[config.mk]
export PLATFORM = sky130hd
export DESIGN_NAME = lmem_fill_ctrl_flat
export DESIGN_NICKNAME = d
export VERILOG_FILES = /design/src/rtl/lmem_fill_ctrl_if.sv /design/src/rtl/lmem_fill_ctrl.sv /design/src/flat_wrapper.sv
export SDC_FILE = /design/constraint.sdc
export NUM_CORES = 1
export LEC_CHECK = 0
export ABC_AREA = 1
export CAP_MARGIN = 5
export CORE_UTILIZATION = 38
export CTS_BUF_LIST = sky130_fd_sc_hd__clkbuf_4 sky130_fd_sc_hd__clkbuf_8 sky130_fd_sc_hd__clkbuf_16
export DETAILED_ROUTE_END_ITERATION = 10
export PLACE_DENSITY_LB_ADDON = 0.2
export SYNTH_ARGS = -nofsm -noshare
export SYNTH_HDL_FRONTEND = slang
export SYNTH_SLANG_ARGS = --single-unit
[constraint.sdc]
create_clock -name clk -period 2.6 [get_ports clk]
set_input_delay 0.39 -clock clk [delete_from_list [all_inputs] [get_ports clk]]
set_output_delay 0.39 -clock clk [all_outputs]
set_load 0.05 [all_outputs]
[src/rtl/lmem_fill_ctrl_if.sv]
// Local-memory request channel: valid/ready handshake plus write/read request fields.
// The master drives the request; the slave returns ready.
interface lmem_fill_ctrl_if #(
    parameter int unsigned ADDR_WIDTH = 14,
    parameter int unsigned WORD_SIZE  = 4,
    parameter int unsigned TAG_WIDTH  = 16
);
    localparam int unsigned WORD_WIDTH = WORD_SIZE * 8;

    logic                  valid;
    logic                  rw;
    logic [ADDR_WIDTH-1:0] addr;
    logic [WORD_SIZE-1:0]  byteen;
    logic [WORD_WIDTH-1:0] data;
    logic [TAG_WIDTH-1:0]  tag;
    logic                  ready;

    modport master (
        output valid,
        output rw,
        output addr,
        output byteen,
        output data,
        output tag,
        input  ready
    );

    modport slave (
        input  valid,
        input  rw,
        input  addr,
        input  byteen,
        input  data,
        input  tag,
        output ready
    );
endinterface

[src/rtl/lmem_fill_ctrl.sv]
// Fill/scrub sequencer for the local memory. Writes a captured fill value over a contiguous,
// wrapping word range while sharing the local-memory request port with one core port. A wait
// counter bounds how long a valid core request can be refused during a fill.
module lmem_fill_ctrl #(
    parameter int unsigned ADDR_WIDTH = 14,
    parameter int unsigned WORD_SIZE  = 4,
    parameter int unsigned TAG_WIDTH  = 16,
    parameter int unsigned MAX_WAIT   = 8
) (
    input  logic                     clk,
    input  logic                     reset_n,
    input  logic                     start,
    input  logic [ADDR_WIDTH-1:0]    start_addr,
    input  logic [ADDR_WIDTH:0]      start_count,
    input  logic [WORD_SIZE*8-1:0]   fill_data,
    output logic                     busy,
    output logic                     done,
    lmem_fill_ctrl_if.slave          core_req,
    lmem_fill_ctrl_if.master         mem_req
);

    localparam int unsigned WORD_WIDTH = WORD_SIZE * 8;
    localparam logic [7:0]  MaxWait    = 8'(MAX_WAIT);

    typedef enum logic [1:0] {StIdle, StFill, StDone} state_e;
    typedef enum logic {GrantCore, GrantFill} grant_e;

    state_e                state_q, state_d;
    grant_e                grant_q, grant_d;
    grant_e                grant;
    logic                  lock_q, lock_d;
    logic [7:0]            wait_q, wait_d;
    logic [ADDR_WIDTH-1:0] ptr_q, ptr_d;
    logic [ADDR_WIDTH:0]   cnt_q, cnt_d;
    logic [WORD_WIDTH-1:0] data_q, data_d;

    logic                  mem_valid;
    logic                  fill_hs;
    logic                  core_hs;

    // Effective grant this cycle; a stalled request keeps the grant it was presented under.
    always_comb begin
        grant = GrantFill;
        if (state_q != StFill) begin
            grant = GrantCore;
        end else if (lock_q) begin
            grant = grant_q;
        end else if (core_req.valid && (wait_q == MaxWait)) begin
            grant = GrantCore;
        end
    end

    // Request port mux: pass-through for the core, or the fill write.
    always_comb begin
        mem_valid       = core_req.valid;
        mem_req.rw      = core_req.rw;
        mem_req.addr    = core_req.addr;
        mem_req.byteen  = core_req.byteen;
        mem_req.data    = core_req.data;
        mem_req.tag     = core_req.tag;
        core_req.ready  = mem_req.ready;
        if (grant == GrantFill) begin
            mem_valid      = 1'b1;
            mem_req.rw     = 1'b1;
            mem_req.addr   = ptr_q;
            mem_req.byteen = '1;
            mem_req.data   = data_q;
            mem_req.tag    = '0;
            core_req.ready = 1'b0;
        end
    end

    assign mem_req.valid = mem_valid;
    assign fill_hs       = (grant == GrantFill) && mem_req.ready;
    assign core_hs       = (state_q == StFill) && (grant == GrantCore) && core_req.valid &&
                           mem_req.ready;
    assign busy          = (state_q != StIdle);
    assign done          = (state_q == StDone);

    // Sequencer next state: launch, walk the range, single-cycle completion.
    always_comb begin
        state_d = state_q;
        ptr_d   = ptr_q;
        cnt_d   = cnt_q;
        data_d  = data_q;
        unique case (state_q)
            StIdle: begin
                if (start) begin
                    if (start_count != '0) begin
                        ptr_d   = start_addr;
                        cnt_d   = start_count;
                        data_d  = fill_data;
                        state_d = StFill;
                    end else begin
                        state_d = StDone;
                    end
                end
            end
            StFill: begin
                if (fill_hs) begin
                    ptr_d = ptr_q + ADDR_WIDTH'(1);
                    cnt_d = cnt_q - (ADDR_WIDTH + 1)'(1);
                    if (cnt_q == (ADDR_WIDTH + 1)'(1)) begin
                        state_d = StDone;
                    end
                end
            end
            StDone: begin
                state_d = StIdle;
            end
            default: begin
                state_d = StIdle;
            end
        endcase
    end

    // Starvation counter and grant lock; the counter saturates so a long stall cannot overflow it.
    always_comb begin
        wait_d  = wait_q;
        lock_d  = 1'b0;
        grant_d = grant;
        if ((state_q != StFill) || core_hs) begin
            wait_d = '0;
        end else if (core_req.valid && (grant == GrantFill) && (wait_q != MaxWait)) begin
            wait_d = wait_q + 8'd1;
        end
        if ((state_q == StFill) && (state_d == StFill) && mem_valid && !mem_req.ready) begin
            lock_d = 1'b1;
        end
    end

    // State registers; reset aborts any fill in progress.
    always_ff @(posedge clk or negedge reset_n) begin
        if (!reset_n) begin
            state_q <= StIdle;
            grant_q <= GrantCore;
            lock_q  <= 1'b0;
            wait_q  <= '0;
            ptr_q   <= '0;
            cnt_q   <= '0;
            data_q  <= '0;
        end else begin
            state_q <= state_d;
            grant_q <= grant_d;
            lock_q  <= lock_d;
            wait_q  <= wait_d;
            ptr_q   <= ptr_d;
            cnt_q   <= cnt_d;
            data_q  <= data_d;
        end
    end

endmodule

[src/flat_wrapper.sv]
// flat-port wrapper written by rule: the top's interface ports become plain ports
module lmem_fill_ctrl_flat 
#(
    parameter int unsigned ADDR_WIDTH = 14,
    parameter int unsigned WORD_SIZE  = 4,
    parameter int unsigned TAG_WIDTH  = 16,
    parameter int unsigned MAX_WAIT   = 8
)
  (clk, reset_n, start, start_addr, start_count, fill_data, busy, done, core_req_valid, core_req_rw, core_req_addr, core_req_byteen, core_req_data, core_req_tag, core_req_ready, mem_req_valid, mem_req_rw, mem_req_addr, mem_req_byteen, mem_req_data, mem_req_tag, mem_req_ready);
  lmem_fill_ctrl_if #(.ADDR_WIDTH(ADDR_WIDTH), .WORD_SIZE(WORD_SIZE), .TAG_WIDTH(TAG_WIDTH)) core_req_i ();
  lmem_fill_ctrl_if #(.ADDR_WIDTH(ADDR_WIDTH), .WORD_SIZE(WORD_SIZE), .TAG_WIDTH(TAG_WIDTH)) mem_req_i ();
  input  logic clk;
  input  logic reset_n;
  input  logic start;
  input  logic [ADDR_WIDTH-1:0] start_addr;
  input  logic [ADDR_WIDTH:0] start_count;
  input  logic [WORD_SIZE*8-1:0] fill_data;
  output logic busy;
  output logic done;
  input wire logic [$bits(core_req_i.valid)-1:0] core_req_valid;
  input wire logic [$bits(core_req_i.rw)-1:0] core_req_rw;
  input wire logic [$bits(core_req_i.addr)-1:0] core_req_addr;
  input wire logic [$bits(core_req_i.byteen)-1:0] core_req_byteen;
  input wire logic [$bits(core_req_i.data)-1:0] core_req_data;
  input wire logic [$bits(core_req_i.tag)-1:0] core_req_tag;
  output wire logic [$bits(core_req_i.ready)-1:0] core_req_ready;
  output wire logic [$bits(mem_req_i.valid)-1:0] mem_req_valid;
  output wire logic [$bits(mem_req_i.rw)-1:0] mem_req_rw;
  output wire logic [$bits(mem_req_i.addr)-1:0] mem_req_addr;
  output wire logic [$bits(mem_req_i.byteen)-1:0] mem_req_byteen;
  output wire logic [$bits(mem_req_i.data)-1:0] mem_req_data;
  output wire logic [$bits(mem_req_i.tag)-1:0] mem_req_tag;
  input wire logic [$bits(mem_req_i.ready)-1:0] mem_req_ready;
  assign core_req_i.valid = core_req_valid;
  assign core_req_i.rw = core_req_rw;
  assign core_req_i.addr = core_req_addr;
  assign core_req_i.byteen = core_req_byteen;
  assign core_req_i.data = core_req_data;
  assign core_req_i.tag = core_req_tag;
  assign core_req_ready = core_req_i.ready;
  assign mem_req_valid = mem_req_i.valid;
  assign mem_req_rw = mem_req_i.rw;
  assign mem_req_addr = mem_req_i.addr;
  assign mem_req_byteen = mem_req_i.byteen;
  assign mem_req_data = mem_req_i.data;
  assign mem_req_tag = mem_req_i.tag;
  assign mem_req_i.ready = mem_req_ready;
  lmem_fill_ctrl #(.ADDR_WIDTH(ADDR_WIDTH), .WORD_SIZE(WORD_SIZE), .TAG_WIDTH(TAG_WIDTH), .MAX_WAIT(MAX_WAIT)) u_core (.clk(clk), .reset_n(reset_n), .start(start), .start_addr(start_addr), .start_count(start_count), .fill_data(fill_data), .busy(busy), .done(done), .core_req(core_req_i), .mem_req(mem_req_i));
endmodule
==> summary.md <==
| Metric | Value |
|---|---|
| Max Slew Vio Count | 0 |
| Hold Crit Class | in -> async |
| Post-synth ARST share | 100% |
| Seq cells post-synth | 73 |
| Pre-CTS WS | 0.0822 ns |
| RSZ-0062 raised after global routing | true |
| Post-Layout Cell Count | 1,145 |
| Gr ovfl total | 0 |
| CP endpoint kind | primary output |
| Critical Path AT | 2.15 ns |
| Layout net count | 1,106 |
| Tcrit/Tclk final | 97.9% |
| Clock Tree Root | clkbuf_16 |
| Reg-to-reg slack, setup | 0.61 ns |
| Initial antenna violation count | 0 |
| Area delta synth->final | 68.3% |
| Yosys warns | 0 |
| CTS H-tree depth | 3 |
| CP Data Required Time | 2.21 ns |
| Max stage delay on crit path | 0.41 ns |
| Die W | 116 um |
| Count leader, synth | nand2_1 |
| Area of the die | 13,500 um2 |
| GPL Wtd Cong | 0.831 |
| Worst Path Class, Setup | reg -> out |
| Total GRT Usage | 22.9% |
| Reg clk slew, reported paths | 0.06 ns |
| Main area contributors after synthesis | dfrtp_1 37%, nand2_1 27%, nand3_1 10% |
| Main flop type after synthesis | dfrtp_1 |
| Via count | 5,554 |
| Post-DP HPWL | 10,900 um |
| Minimum clock period | 2.54 ns |
| Drt pass-1 iters | 4 |
| MaxCap Viol Count | 0 |
| Worst-Margin Slew | 0.731 ns |
| Vias in the first global route | 5,026 |
| Post-Route WL | 15,800 um |
| Highest-delay cell along the critical path | dfrtp_1 |
| CTS Buffer Depth | 2 |
| Core area | 12,700 um2 |
| Final Skew | 0.00473 ns |
| Number of placed instances, taps included | 1,120 |
| DRT iter0 DRCs | 317 |
| Layout cells sized above 1 | 16.0% |
| Synth cell types | 32 |
| Syn avg cell area | 6.42 um2 |
| Clk_lat worst skew | 0.34 ns |
| Via-to-Cell Ratio | 4.85 |
| Top cell type's share of synthesized area | 36.9% |
| Worst vdd ir | 841 uV |
| CTS Hold Bufs | 0 |
| Register area share after synthesis | 36.9% |
| CTS sink cnt | 73 |
| DRC | 0 |
| Io pins | 204 |
| # rows | 41 |
| Fin. Hold Viols | 0 |
| CP Max Fanout | 15 |
| Initial Util | 39.0% |
| Setup crit start kind | flip-flop |
| Mapped Cells | 770 |
| Worst-path cell chain | inv_2 > ha_2 > nand2_2 > nor2_4 > nand3_4 > nand3_4 > buf_6 > clkbuf_16 > nand2_1 > nand2_2 > buf_12 |
| CTS buffer count | 9 |
| Cell taking the most area after synthesis | dfrtp_1 |
| Status | complete, no violations |
| Fmax | 0.393 GHz |
| Port Buffers | 203 |
| CTS tree | done |
| PwrDens | 1380 nW/um2 |
| Synth Cell Area | 4950 um2 |
| Mapped Nets | 908 |
| Commonest cells post-synth | 350 x nand2_1, 101 x nand3_1, 73 x dfrtp_1 |
| Slew Limit Headroom | 51.2% |
| Wire per inst | 13.8 um |
| First-pass GRT wire length | 24,200 um |
| ANT cells | 0 |
| Setup ws final | 0.0555 ns |
| Largest net degree at the start of global routing | 74 |
| Chip height | 116 um |
| Post-route ant nets | 0 |
| EDFF count, synth | 0 |
| Setup violators final | 0 |
| LEAKAGE | 0.00412 uW |
-- sequential cells by signal, summed over array words and instances, names as in the netlist --
name            flops
u_core.data_q      32
u_core.grant_q      1
u_core.ptr_q       14
u_core.state_q      2
u_core.wait_q       8
u_core.lock_q       1
u_core.cnt_q       15
-- layout by cell type (no fill, tap or decap), types with 2 or more instances in the layout --
master / count
nand2_2: 26
bufinv_16: 2
clkinvlp_4: 2
nand3_4: 2
or2_1: 5
buf_4: 13
nand3_1: 101
o21ai_1: 26
ha_1: 4
nand2_1: 326
inv_2: 5
inv_1: 66
nand3b_1: 2
nor2_4: 3
or2_2: 5
nand4_1: 7
clkbuf_16: 11
o21ai_0: 13
nor2_1: 44
xor2_1: 5
buf_6: 2
clkdlybuf4s50_1: 133
nor3_1: 5
clkbuf_8: 2
xnor2_1: 2
buf_12: 72
o21ai_2: 2
a31oi_1: 2
dfrtp_1: 73
-- critical path, delay by kind of cell, from the launching register on --
kind                     cells  cell delay [ns]
buffers and inverters        4             0.52
adder cells (fa/ha/maj)      1             0.18
AND/OR/NAND/NOR              6             0.69
flip-flops                   1             0.41
-- routing by layer --
| metal | part of all wire [%] | track usage [%] | vias to the layer above |
|---|---|---|---|
| li1 | - | - | 2808 |
| met1 | 41 | 29.7 | 2529 |
| met2 | 51 | 38.3 | 197 |
| met3 | 6.1 | 3.79 | 20 |
| met4 | 2.0 | 8.80 | 0 |
| met5 | 0 | 0 | - |
-- cell families (layout without fill, tap and decap cells) --
group	Yosys count	in the layout	share of synthesized area [%]
flip-flops	73	73	36.9
buffers and inverters	108	311	9.81
XOR/XNOR	7	7	1.24
AND/OR/NAND/NOR	530	530	45.6
adder cells (fa/ha/maj)	5	5	1.26
AO/OA/AOI/OAI	47	47	5.18
-- cell type report --
type                            count  area [um2]
Timing Repair Buffer              222        2940
Fill cell                        1078        4350
Clock buffer                       12         260
Clock inverter                      4        75.1
Multi-Input combinational cell    589        2710
Inverter                           72         283
Timing Repair inverter              1        8.76
Tap cell                          172         215
Sequential cell                    73        1830
-- worst paths after layout --
check	start	end	depth (start not counted)
min in group clk	u_core.data_q[30]	u_core.data_q[30]	2
min reg2reg	u_core.data_q[30]	u_core.data_q[30]	2
min	reset_n	u_core.cnt_q[4]	2
max	u_core.wait_q[0]	mem_req_data[0]	11
max reg2reg	u_core.wait_q[0]	u_core.wait_q[5]	11
max in group asynchronous	reset_n	u_core.wait_q[6]	2
-- through the flow --
stage / util (%) / area (um2) / hold slack, ns / setup TNS [ns] / power [uW]
final: 65.7 / 8320 / 0.0514 / 0 / 11500
after global routing: 65.7 / 8320 / 0.0847 / -0.0532 / 12200
after CTS: 64.1 / 8120 / 0.0797 / 0 / 11200
after detailed placement: 61.4 / 7770 / 0.443 / 0 / 9750
after global placement: 61.4 / 7770 / 0.440 / 0 / 9670
after floorplan: - / 4950 / 0.0944 / -0.227 / 6320
-- report_power, final --
part	internal, uW	switching (uW)	total (uW)
clock	903	494	1400
sequential	1620	438	2060
combinational	3480	4590	8070
total	6000	5520	11500
-- timing repair --
action | in CTS | in global routing
setup endpoints to repair | 48 | 59
buffers inserted | 0 | 6
gates cloned | 0 | 3
resized for setup | 3 | 46
endpoints found under the hold margin | 0 | 0
pin swaps | 0 | 3
Note: power is estimated with default switching activity, not from simulation.
